**config.mk**
```make
export PLATFORM = sky130hd
export DESIGN_NAME = me_search_engine_flat
export DESIGN_NICKNAME = d
export VERILOG_FILES = /design/src/rtl/me_search_engine_if.sv /design/src/rtl/me_search_engine.sv /design/src/flat_wrapper.sv
export SDC_FILE = /design/constraint.sdc
export NUM_CORES = 1
export LEC_CHECK = 0
export ABC_AREA = 1
export CAP_MARGIN = 40
export CORE_UTILIZATION = 55
export CTS_CLUSTER_DIAMETER = 100
export DETAILED_ROUTE_END_ITERATION = 16
export PLACE_DENSITY_LB_ADDON = 0.3
export SKIP_LAST_GASP = 1
export SYNTH_ARGS = -nofsm -noshare
export SYNTH_HDL_FRONTEND = slang
export SYNTH_SLANG_ARGS = --single-unit
```
**constraint.sdc**
```tcl
create_clock -name clock -period 4.7 [get_ports clock]
set_input_delay 1.175 -clock clock [delete_from_list [all_inputs] [get_ports clock]]
set_output_delay 1.175 -clock clock [all_outputs]
set_load 0.005 [all_outputs]
```
**src/rtl/me_search_engine_if.sv**
```systemverilog
// Host-side bus of the motion-estimation engine: start/config, the two
// synchronous ROM ports and the result outputs.
interface me_search_engine_if #(
    parameter int BLK   = 16,
    parameter int RANGE = 8,
    parameter int PIX_W = 8
);
    localparam int W      = BLK + 2*RANGE;
    localparam int RA_W   = $clog2(BLK*BLK);
    localparam int SA_W   = $clog2(W*W);
    localparam int DIST_W = PIX_W + $clog2(BLK*BLK);
    localparam int MV_W   = $clog2(RANGE+1) + 1;

    logic                     start;
    logic                     early_term_en;
    logic [DIST_W-1:0]        dist_limit;
    logic [RA_W-1:0]          AddressR;
    logic [PIX_W-1:0]         R;
    logic [SA_W-1:0]          AddressS;
    logic [PIX_W-1:0]         S;
    logic [DIST_W-1:0]        BestDist;
    logic signed [MV_W-1:0]   motionX;
    logic signed [MV_W-1:0]   motionY;
    logic                     busy;
    logic                     completed;

    // Host: issues start/config and serves both ROMs.
    modport master (
        output start, early_term_en, dist_limit, R, S,
        input  AddressR, AddressS, BestDist, motionX, motionY, busy, completed
    );

    // Engine side.
    modport slave (
        input  start, early_term_en, dist_limit, R, S,
        output AddressR, AddressS, BestDist, motionX, motionY, busy, completed
    );
endinterface

```
**src/rtl/me_search_engine.sv**
```systemverilog
// Full-search block-matching motion estimator. Walks every candidate
// displacement in raster order, accumulates the SAD over the block with one
// pixel pair per cycle, and reports the minimum SAD and its vector.
// Optional early termination aborts hopeless candidates and exits once the
// best SAD is at or below a caller-supplied threshold.
module me_search_engine #(
    parameter int BLK   = 16,
    parameter int RANGE = 8,
    parameter int PIX_W = 8
) (
    input  logic             clock,
    input  logic             reset_n,
    me_search_engine_if.slave bus
);
    localparam int W      = BLK + 2*RANGE;
    localparam int NPIX   = BLK*BLK;
    localparam int RA_W   = $clog2(BLK*BLK);
    localparam int SA_W   = $clog2(W*W);
    localparam int DIST_W = PIX_W + $clog2(BLK*BLK);
    localparam int MV_W   = $clog2(RANGE+1) + 1;
    localparam int CW     = $clog2(BLK);
    localparam int OW     = $clog2(2*RANGE+1);

    typedef enum logic [2:0] {S_IDLE, S_RUN, S_DRAIN, S_CMP, S_DONE} state_t;

    state_t              r_state;
    logic [RA_W-1:0]     r_addr_r;     // doubles as the pixel index of the current read
    logic [SA_W-1:0]     r_addr_s;
    logic [CW-1:0]       r_i, r_j;
    logic [OW-1:0]       r_ox, r_oy;   // candidate offsets biased by +RANGE
    logic [OW-1:0]       r_bx, r_by;   // offsets of the best candidate so far
    logic [DIST_W-1:0]   r_acc;
    logic [DIST_W-1:0]   r_best;
    logic                r_et;
    logic [DIST_W-1:0]   r_limit;
    logic [DIST_W-1:0]   r_best_dist;
    logic [MV_W-1:0]     r_mvx, r_mvy;
    logic                r_busy, r_completed;

    logic [PIX_W-1:0]    w_diff;
    logic [DIST_W-1:0]   w_acc_nxt;
    logic [DIST_W-1:0]   w_best_cmp;
    logic                w_last_cand;
    logic [CW-1:0]       w_i_nxt, w_j_nxt;
    logic [OW-1:0]       w_ox_nxt, w_oy_nxt;

    // Window address of pixel (i,j) for the candidate at biased offset (ox,oy).
    function automatic logic [SA_W-1:0] f_addr_s(input logic [CW-1:0] i, input logic [CW-1:0] j,
                                                 input logic [OW-1:0] oy, input logic [OW-1:0] ox);
        return SA_W'((int'(i) + int'(oy)) * W + int'(j) + int'(ox));
    endfunction

    // Pixel difference, running SAD and next pixel / candidate counters.
    always_comb begin
        w_diff      = (bus.R > bus.S) ? bus.R - bus.S : bus.S - bus.R;
        w_acc_nxt   = r_acc + DIST_W'(w_diff);
        w_best_cmp  = (r_acc < r_best) ? r_acc : r_best;
        w_last_cand = (r_ox == OW'(2*RANGE)) && (r_oy == OW'(2*RANGE));
        w_j_nxt     = (r_j == CW'(BLK-1)) ? '0 : r_j + CW'(1);
        w_i_nxt     = (r_j == CW'(BLK-1)) ? r_i + CW'(1) : r_i;
        w_ox_nxt    = (r_ox == OW'(2*RANGE)) ? '0 : r_ox + OW'(1);
        w_oy_nxt    = (r_ox == OW'(2*RANGE)) ? r_oy + OW'(1) : r_oy;
    end

    // Search sequencer: addresses, accumulation, best tracking, result latch.
    always_ff @(posedge clock or negedge reset_n) begin
        if (!reset_n) begin
            r_state     <= S_IDLE;
            r_addr_r    <= '0;
            r_addr_s    <= '0;
            r_i         <= '0;
            r_j         <= '0;
            r_ox        <= '0;
            r_oy        <= '0;
            r_bx        <= '0;
            r_by        <= '0;
            r_acc       <= '0;
            r_best      <= '1;
            r_et        <= 1'b0;
            r_limit     <= '0;
            r_best_dist <= '1;
            r_mvx       <= '0;
            r_mvy       <= '0;
            r_busy      <= 1'b0;
            r_completed <= 1'b0;
        end else begin
            case (r_state)
                S_IDLE: begin
                    if (bus.start) begin
                        r_et        <= bus.early_term_en;
                        r_limit     <= bus.dist_limit;
                        r_best      <= '1;
                        r_acc       <= '0;
                        r_ox        <= '0;
                        r_oy        <= '0;
                        r_bx        <= '0;
                        r_by        <= '0;
                        r_i         <= '0;
                        r_j         <= '0;
                        r_addr_r    <= '0;
                        r_addr_s    <= '0;
                        r_busy      <= 1'b1;
                        r_completed <= 1'b0;
                        r_state     <= S_RUN;
                    end
                end
                S_RUN: begin
                    // Data of the previous address is on R/S from the second cycle on.
                    if (r_addr_r != '0)
                        r_acc <= w_acc_nxt;
                    if (r_et && (r_addr_r != '0) && (w_acc_nxt >= r_best)) begin
                        r_state <= S_CMP;
                    end else if (r_addr_r == RA_W'(NPIX-1)) begin
                        r_state <= S_DRAIN;
                    end else begin
                        r_addr_r <= r_addr_r + RA_W'(1);
                        r_i      <= w_i_nxt;
                        r_j      <= w_j_nxt;
                        r_addr_s <= f_addr_s(w_i_nxt, w_j_nxt, r_oy, r_ox);
                    end
                end
                S_DRAIN: begin
                    // Last pixel; an abort here lands in CMP anyway.
                    r_acc   <= w_acc_nxt;
                    r_state <= S_CMP;
                end
                S_CMP: begin
                    r_acc <= '0;
                    if (r_acc < r_best) begin
                        r_best <= r_acc;
                        r_bx   <= r_ox;
                        r_by   <= r_oy;
                    end
                    if (w_last_cand || (r_et && (w_best_cmp <= r_limit))) begin
                        r_state <= S_DONE;
                    end else begin
                        r_ox     <= w_ox_nxt;
                        r_oy     <= w_oy_nxt;
                        r_i      <= '0;
                        r_j      <= '0;
                        r_addr_r <= '0;
                        r_addr_s <= f_addr_s('0, '0, w_oy_nxt, w_ox_nxt);
                        r_state  <= S_RUN;
                    end
                end
                S_DONE: begin
                    r_best_dist <= r_best;
                    r_mvx       <= MV_W'(r_bx) - MV_W'(RANGE);
                    r_mvy       <= MV_W'(r_by) - MV_W'(RANGE);
                    r_busy      <= 1'b0;
                    r_completed <= 1'b1;
                    r_state     <= S_IDLE;
                end
                default: r_state <= S_IDLE;
            endcase
        end
    end

    assign bus.AddressR  = r_addr_r;
    assign bus.AddressS  = r_addr_s;
    assign bus.BestDist  = r_best_dist;
    assign bus.motionX   = r_mvx;
    assign bus.motionY   = r_mvy;
    assign bus.busy      = r_busy;
    assign bus.completed = r_completed;
endmodule

```
**src/flat_wrapper.sv**
```systemverilog
// flat-port wrapper written by rule: the top's interface ports become plain ports
module me_search_engine_flat 
#(
    parameter int BLK   = 16,
    parameter int RANGE = 8,
    parameter int PIX_W = 8
)
  (clock, reset_n, bus_start, bus_early_term_en, bus_dist_limit, bus_R, bus_S, bus_AddressR, bus_AddressS, bus_BestDist, bus_motionX, bus_motionY, bus_busy, bus_completed);
  me_search_engine_if #(.BLK(BLK), .RANGE(RANGE), .PIX_W(PIX_W)) bus_i ();
  input  logic clock;
  input  logic reset_n;
  input wire logic [$bits(bus_i.start)-1:0] bus_start;
  input wire logic [$bits(bus_i.early_term_en)-1:0] bus_early_term_en;
  input wire logic [$bits(bus_i.dist_limit)-1:0] bus_dist_limit;
  input wire logic [$bits(bus_i.R)-1:0] bus_R;
  input wire logic [$bits(bus_i.S)-1:0] bus_S;
  output wire logic [$bits(bus_i.AddressR)-1:0] bus_AddressR;
  output wire logic [$bits(bus_i.AddressS)-1:0] bus_AddressS;
  output wire logic [$bits(bus_i.BestDist)-1:0] bus_BestDist;
  output wire logic [$bits(bus_i.motionX)-1:0] bus_motionX;
  output wire logic [$bits(bus_i.motionY)-1:0] bus_motionY;
  output wire logic [$bits(bus_i.busy)-1:0] bus_busy;
  output wire logic [$bits(bus_i.completed)-1:0] bus_completed;
  assign bus_i.start = bus_start;
  assign bus_i.early_term_en = bus_early_term_en;
  assign bus_i.dist_limit = bus_dist_limit;
  assign bus_i.R = bus_R;
  assign bus_i.S = bus_S;
  assign bus_AddressR = bus_i.AddressR;
  assign bus_AddressS = bus_i.AddressS;
  assign bus_BestDist = bus_i.BestDist;
  assign bus_motionX = bus_i.motionX;
  assign bus_motionY = bus_i.motionY;
  assign bus_busy = bus_i.busy;
  assign bus_completed = bus_i.completed;
  me_search_engine #(.BLK(BLK), .RANGE(RANGE), .PIX_W(PIX_W)) u_core (.clock(clock), .reset_n(reset_n), .bus(bus_i));
endmodule
```
==> results.cfg, run 1 <==
[status]
run_status = finished with violations
violations = setup timing

[power_and_ir_drop]
intPower_mw = 3.69
power.leakage_nw = 6.15
p_sw_mw = 2.62
switching_share_pct = 41.5
powerDensity_nw_per_um2 = 533
power.share.clock_pct = 19.8
power.share.sequential_pct = 27.6
irDropWorstVdd_v = 0.000410
combPwrFrac_pct = 52.6
p_total_mw = 6.30

[global_route]
grt-busiest-layer = met2
grt_overflow_total = 0
first_global_vias = 7806
use_met3_pct = 4.45
met1_usage_pct = 36.9
grt_pass1_wl_mm = 36.9
met2_usage_pct = 47.4
antenna_found_initial = 0
grt_max_degree = 50
grt_usage_pct = 28.3

[logic_synthesis]
yosysSeqAreaShare_pct = 36.0
syn_inst = 1162
synth_compound_gate_area_share_pct = 9.88
synthXorXnorAreaFrac_pct = 2.67
ys_ff_latch = 126
synthAdderAreaFrac_pct = 13.4
yosys_warnings = 0
synthMuxAreaShare_pct = 0.762
synth_top_family_by_area = simple AND/OR/NAND/NOR gates
synthesis.nets = 1290
synthesis.area_sq_um = 8870
synthSimpleGateAreaFrac_pct = 27.8
synth_cell_types = 48
postSynthAreaPerCell_sq_um = 7.63

[finish]
instances_no_fill = 1549
drive_gt1_share_pct = 25.4
multiInputGateArea_sq_um = 5600
diodes = 0
fin_nets = 1448
finish.utilization_pct = 74.8
final_area_sq_um = 11800
ff_latch_area_sq_um = 3190
num-fill-cells = 1092
syn_to_final_growth_pct = 33.5

[floorplan]
core_sq_um = 15800
initial_utilization_pct = 56.0
die_w_um = 129
placementRows = 46
fp.dieArea_sq_um = 16600
io_pins = 82
dieHeight_um = 129

[setup_path]
crit_fanout = 8
cp_slowest_cell = fa_2
reg2reg_from = u_core.r_best[11]
max_stage_delay_ps = 360
crit_arrival_ps = 5420
r2r_cells = 22
reg2reg_to = u_core.r_i[3]
required_ps = 5070
r2r_slack_ps = 400
path_common_cell = nand2_2
cp-end-kind = flip-flop
critPathKind = in2reg
cp-start-kind = primary input

[placement]
place_congestion = 0.887
port_buffers = 81
place_area_sq_um = 10400
hpwlAfterDp_mm = 15.3
place_ws_ps = -1390
dpl.cell_count = 1493

[drt]
drt-wirelength-per-cell_um = 15.2
viasPerCell = 5.40
drcViolationCount = 0
drtPass1Iterations = 5
routed_wl_mm = 23.5
drt_iter0_drc = 599
vias = 8369
postRouteAntennaNets = 0

[clock_network]
cts_root_buffer = clkbuf_16
numCtsBuffers = 17
cts_tree = done
htree_levels = 4
clock_path_buffers = 2
clkTransAtPathRegs_ps = 60
clk_latency_ps = 430
cts.sinks = 126

[timing]
finalWorstSetupSlack_ps = -352
setup_tns_ps = -9080
hold_ws_ps = 476
skew_ps = 10.9
period_needed_ps = 5050
fmax_mhz = 198
rsz0062_at_grt = yes
timing.final.crit_share_pct = 107
worstMarginPinSlew_ps = 501
slew_headroom_pct = 66.3
drv_slew = 0
setup_viol = 28
hold_viol = 0

[hold_path]
whs_endpoint = u_core.bus.completed
whs_path_depth = 2
hp-class = reg2reg
hold_start = u_core.bus.completed

[run]
maxCapViolCount = 0
worst max path at each step:
stage,cells after the start,endpoint,startpoint
floorplan,38,u_core.bus.AddressR[7],bus_R[0]
global placement,38,u_core.bus.AddressS[1],bus_R[0]
detailed placement,36,u_core.r_i[3],bus_R[0]
CTS,36,u_core.bus.AddressS[8],bus_R[0]
global route,39,u_core.bus.AddressS[2],bus_R[0]
finish,38,u_core.bus.AddressS[2],bus_R[0]
logic make-up (layout without fill, tap and decap cells):
logic type,Yosys count,in the layout
compound gates,160,160
flops,126,126
fa+ha+maj,92,92
mux,6,6
xor+xnor,27,27
buf+inv,209,377
simple gates,542,545
cells in the final DEF (no fill, tap or decap), types with 5 or more instances in the layout:
cell	netlist	final
a21oi_1	48	37
a21oi_2	2	9
buf_12	1	7
buf_4	3	75
clkbuf_1	9	5
clkbuf_16	0	17
clkdlybuf4s50_1	0	64
dfrtp_1	94	94
dfstp_2	32	32
dlygate4sd2_1	0	10
ha_1	87	67
ha_4	0	20
inv_1	171	154
inv_2	7	22
mux2_2	6	6
nand2_1	302	264
nand2_2	17	50
nand2_4	12	18
nand3_1	114	95
nand3_2	3	15
nand3_4	0	7
nand4_1	8	8
nor2_1	52	48
nor2_2	6	6
nor2_4	2	6
nor3_1	10	9
o21ai_0	76	73
o21ai_1	9	6
o21ai_2	0	5
o22ai_1	5	5
xnor2_1	5	5
xor2_1	22	19
worst max-delay path, delay by kind of cell:
kind | cells | cell delay, ps
compound gates | 5 | 600
xor+xnor | 1 | 190
fa+ha+maj | 4 | 920
buf+inv | 9 | 810
simple gates | 19 | 1680
sequential cells by signal, summed over array words and instances (netlist names), 4 cells and up:
register             count
u_core.bus.BestDist     16
u_core.r_acc            16
u_core.r_best           16
u_core.r_limit          16
u_core.bus.AddressS     10
u_core.bus.AddressR      8
u_core.bus.motionX       5
u_core.bus.motionY       5
u_core.r_bx              5
u_core.r_by              5
u_core.r_ox              5
u_core.r_oy              5
u_core.r_i               4
u_core.r_j               4
area by class of cell:
cell class | instances | share of cell area (%)
multi-input cells | 830 | 47.3
clock buffers | 26 | 4.22
inverters | 181 | 5.93
repair buffers | 164 | 12.8
clock inverters | 6 | 0.497
well taps | 216 | 2.28
flip-flops and latches | 126 | 27.0
timing repair:
action / CTS / global route
gates cloned: 3 / 1
pin swaps: 48 / 41
endpoints found under the setup margin: 28 / 28
setup buffers: 16 / 4
gates resized for setup: 115 / 63
hold buffers: 0 / 0
power by group through the flow:
| stage | registers [mW] | clock network (mW) | logic (mW) |
|---|---|---|---|
| global route | 1.77 | 1.30 | 3.67 |
| floorplan | 1.69 | 0 | 1.78 |
| CTS | 1.73 | 1.25 | 3.01 |
| global placement | 1.72 | 0 | 2.57 |
| finish | 1.74 | 1.25 | 3.32 |
| detailed placement | 1.73 | 0 | 2.67 |
Yosys cell counts (all sizes together):
cell      n  area share (%)
a21o      4            0.34
a21oi    50             2.9
a22o      4            0.40
a31oi     1           0.071
and2      4            0.28
buf      19             1.4
clkbuf    9            0.38
clkinv    2           0.085
dfrtp    94              27
dfstp    32             9.5
fa        5             1.1
ha       87              12
inv     179             7.6
mux2      6            0.76
nand2   332              16
nand2b    1           0.071
nand3   117             6.8
nand3b    3            0.25
nand4     8            0.56
nor2     60             2.9
nor3     12            0.79
nor4      3            0.28
o211ai    2            0.23
o21a      1           0.085
o21ai    85             4.8
o21bai    4            0.34
o221ai    2            0.20
o22ai     5            0.35
o31ai     2            0.17
or2       2            0.14
xnor2     5            0.49
xor2     22             2.2
layer usage:
metal	up-vias	routed length, um
met4	0	576
li1	4070	-
met1	3903	10100
met2	330	11400
met3	66	1440
met5	-	0
No activity file was read; power rests on OpenSTA's default activity.
==> run 2, diff against run 1 <==
Settings changed: ABC_AREA 1 to unset.
==> run 2 against run 1 <==
  * The run still ends with setup timing left
  * Sequential power is essentially flat
  * Combinational power shrank 4%
  * First-iteration DRC count shrank 7.0%
  * Maximum frequency shrank 12%
  * Total power shrank 1.6%
  * Cell count shrank 16%
  * Critical path type unchanged
  * Largest cell class unchanged
==> results.cfg, run 2 <==
[placement]
port_buffers = 81
place_congestion = 0.916
dpl.cell_count = 1236
hpwlAfterDp_mm = 15.0

[logic_synthesis]
ys_ff_latch = 126
synthTopCellsByArea = dfrtp_1, ha_1, dfstp_2, mux2i_1, nand2_1
yosys_warnings = 0
ys.flop_type = dfrtp_1
synth_cell_types = 57
synth_top_area_share_pct = 27.9
synth_common_cells = nand2_1, inv_1, dfrtp_1
synth_edf_count = 0
syn_inst = 920
yosysSeqAreaShare_pct = 37.9
yosysMostFrequentCell = nand2_1
async_flop_share_pct = 100
synthesis.nets = 1048
postSynthAreaPerCell_sq_um = 9.16
post-synth-top-area-cell = dfrtp_1
synthesis.area_sq_um = 8430

[finish]
diodes = 0
mostFrequentLayoutCells = nand2_1, dfrtp_1, buf_4, inv_1, ha_1
fin_nets = 1227
num-fill-cells = 939
syn_to_final_growth_pct = 35.3
drive_gt1_share_pct = 26.7
instances_no_fill = 1296
final_common_cell = nand2_1

[setup_path]
max_stage_delay_ps = 420
cp-start-kind = primary input
cp_slowest_cell = fa_2
required_ps = 5010
critPathKind = in2reg
cp-end-kind = flip-flop
crit_fanout = 7
crit_arrival_ps = 6030

[floorplan]
fp.dieArea_sq_um = 15800
core_sq_um = 14800
initial_utilization_pct = 57.1
dieHeight_um = 126
io_pins = 82
die_w_um = 126
placementRows = 44

[power_and_ir_drop]
irDropWorstVdd_v = 0.000304
power.share.sequential_pct = 27.7
switching_share_pct = 38.9
intPower_mw = 3.79
power.leakage_nw = 5.43
combPwrFrac_pct = 51.3
p_total_mw = 6.20
powerDensity_nw_per_um2 = 544
p_sw_mw = 2.41
power.share.clock_pct = 21.0

[global_route]
grt_usage_pct = 29.3
grt_max_degree = 57
grt_pass1_wl_mm = 36.3
antenna_found_initial = 0
grt_overflow_total = 0
first_global_vias = 7464

[drt]
drcViolationCount = 0
postRouteAntennaNets = 0
drt_iter0_drc = 557
vias = 7574
viasPerCell = 5.84
drtPass1Iterations = 5
routed_wl_mm = 23.0
drt-wirelength-per-cell_um = 17.8

[clock_network]
clkTransAtPathRegs_ps = 60
cts_hold_buffers = 0
cts.sinks = 126
cts_tree = done
cts_root_buffer = clkbuf_16
numCtsBuffers = 17
clk_latency_ps = 430
htree_levels = 4
clock_path_buffers = 2

[run]
maxCapViolCount = 0

[timing]
setup_viol = 28
drv_slew = 0
slew_headroom_pct = 41.7
hold_viol = 0
timing.final.crit_share_pct = 122
skew_ps = 7.91
worstMarginPinSlew_ps = 864
finalWorstSetupSlack_ps = -1010
period_needed_ps = 5710
fmax_mhz = 175
rsz0062_at_grt = yes

[hold_path]
hp-class = reg2reg

[status]
run_status = finished with violations
violations = setup timing
run 2: cell types whose count changed after synthesis, sizes merged, moves of 11 or more:
| cell | previous run | this run |
|---|---|---|
| nor2b | 0 | 15 |
| xnor2 | 5 | 30 |
| mux2i | 0 | 49 |
| nand3 | 117 | 20 |
| nand2 | 332 | 112 |
| clkbuf | 9 | 25 |
| inv | 179 | 99 |
| buf | 19 | 7 |
| xor2 | 22 | 11 |
| mux2 | 6 | 22 |
run 2: cell type report:
cell class	instances	area, sq um	area share [%]
multi-input cells	663	5260	46.1
flip-flops and latches	126	3190	28.0
well taps	184	230	2.02
inverters	99	384	3.37
repair buffers	192	1770	15.5
clock inverters	11	116	1.02
clock buffers	21	460	4.04
run 2: critical path: cells and delay by family:
family                   cells  cell delay, ps
AO/OA/AOI/OAI                9            1590
XOR/XNOR                     2             230
adder cells (fa/ha/maj)      4            1070
buffers and inverters        8             950
multiplexers                 2             510
AND/OR/NAND/NOR              5             490
run 2: cells by family after synthesis:
family | Yosys count | share of synthesized area, %
adders and majority gates | 92 | 14.1
AOI/OAI and AO/OA | 198 | 14.5
DFF | 126 | 37.9
buffers and inverters | 131 | 6.20
muxes | 71 | 8.98
and+or+nand+nor | 261 | 14.1
xor gates and xnor gates | 41 | 4.26
run 2: per-stage QoR:
step | util [%] | area, sq um | TNS [ps] | setup slack [ps] | hold slack [ps]
after floorplan | - | 8590 | -25880 | -1070 | 431
after global placement | 68.7 | 10100 | -48750 | -1770 | 459
after detailed placement | 68.9 | 10200 | -52300 | -1880 | 460
after CTS | 75.3 | 11100 | -24820 | -980 | 474
after global routing | 77.3 | 11400 | -31080 | -1170 | 498
final | 77.3 | 11400 | -26300 | -1010 | 475
run 2: worst paths after layout:
| path | startpoint | endpoint | slack (ps) | cells after the start |
|---|---|---|---|---|
| max | bus_R[0] | u_core.bus.AddressS[4] | -1010 | 30 |
| min | u_core.bus.BestDist[0] | u_core.bus.BestDist[0] | 470 | 2 |
| max reg2reg | u_core.r_best[8] | u_core.bus.AddressS[4] | 120 | 20 |
| min reg2reg | u_core.bus.BestDist[0] | u_core.bus.BestDist[0] | 470 | 2 |
| max in group asynchronous | reset_n | u_core.bus.BestDist[6] | 3080 | 3 |
| min in group asynchronous | reset_n | u_core.r_acc[1] | 690 | 1 |
run 2: what timing repair did:
| action | CTS | global route |
|---|---|---|
| cloned | 1 | 0 |
| gates resized for setup | 77 | 61 |
| pin swaps | 36 | 39 |
| endpoints found under the setup margin | 32 | 38 |
| setup buffers | 17 | 12 |
run 2: power groups by stage:
stage | combinational (mW) | clock [mW] | sequential, mW
detailed placement | 2.71 | 0 | 1.72
global route | 3.48 | 1.37 | 1.75
floorplan | 1.71 | 0 | 1.67
finish | 3.18 | 1.30 | 1.72
global placement | 2.61 | 0 | 1.71
CTS | 2.95 | 1.30 | 1.71
run 2: per-layer routing:
metal / global-route usage, % / up-vias / share of wire (%)
li1: - / 3534 / -
met1: 37.6 / 3665 / 42
met2: 48.2 / 298 / 49
met3: 5.52 / 77 / 5.6
met4: 13.8 / 0 / 3.7
met5: 0 / - / 0
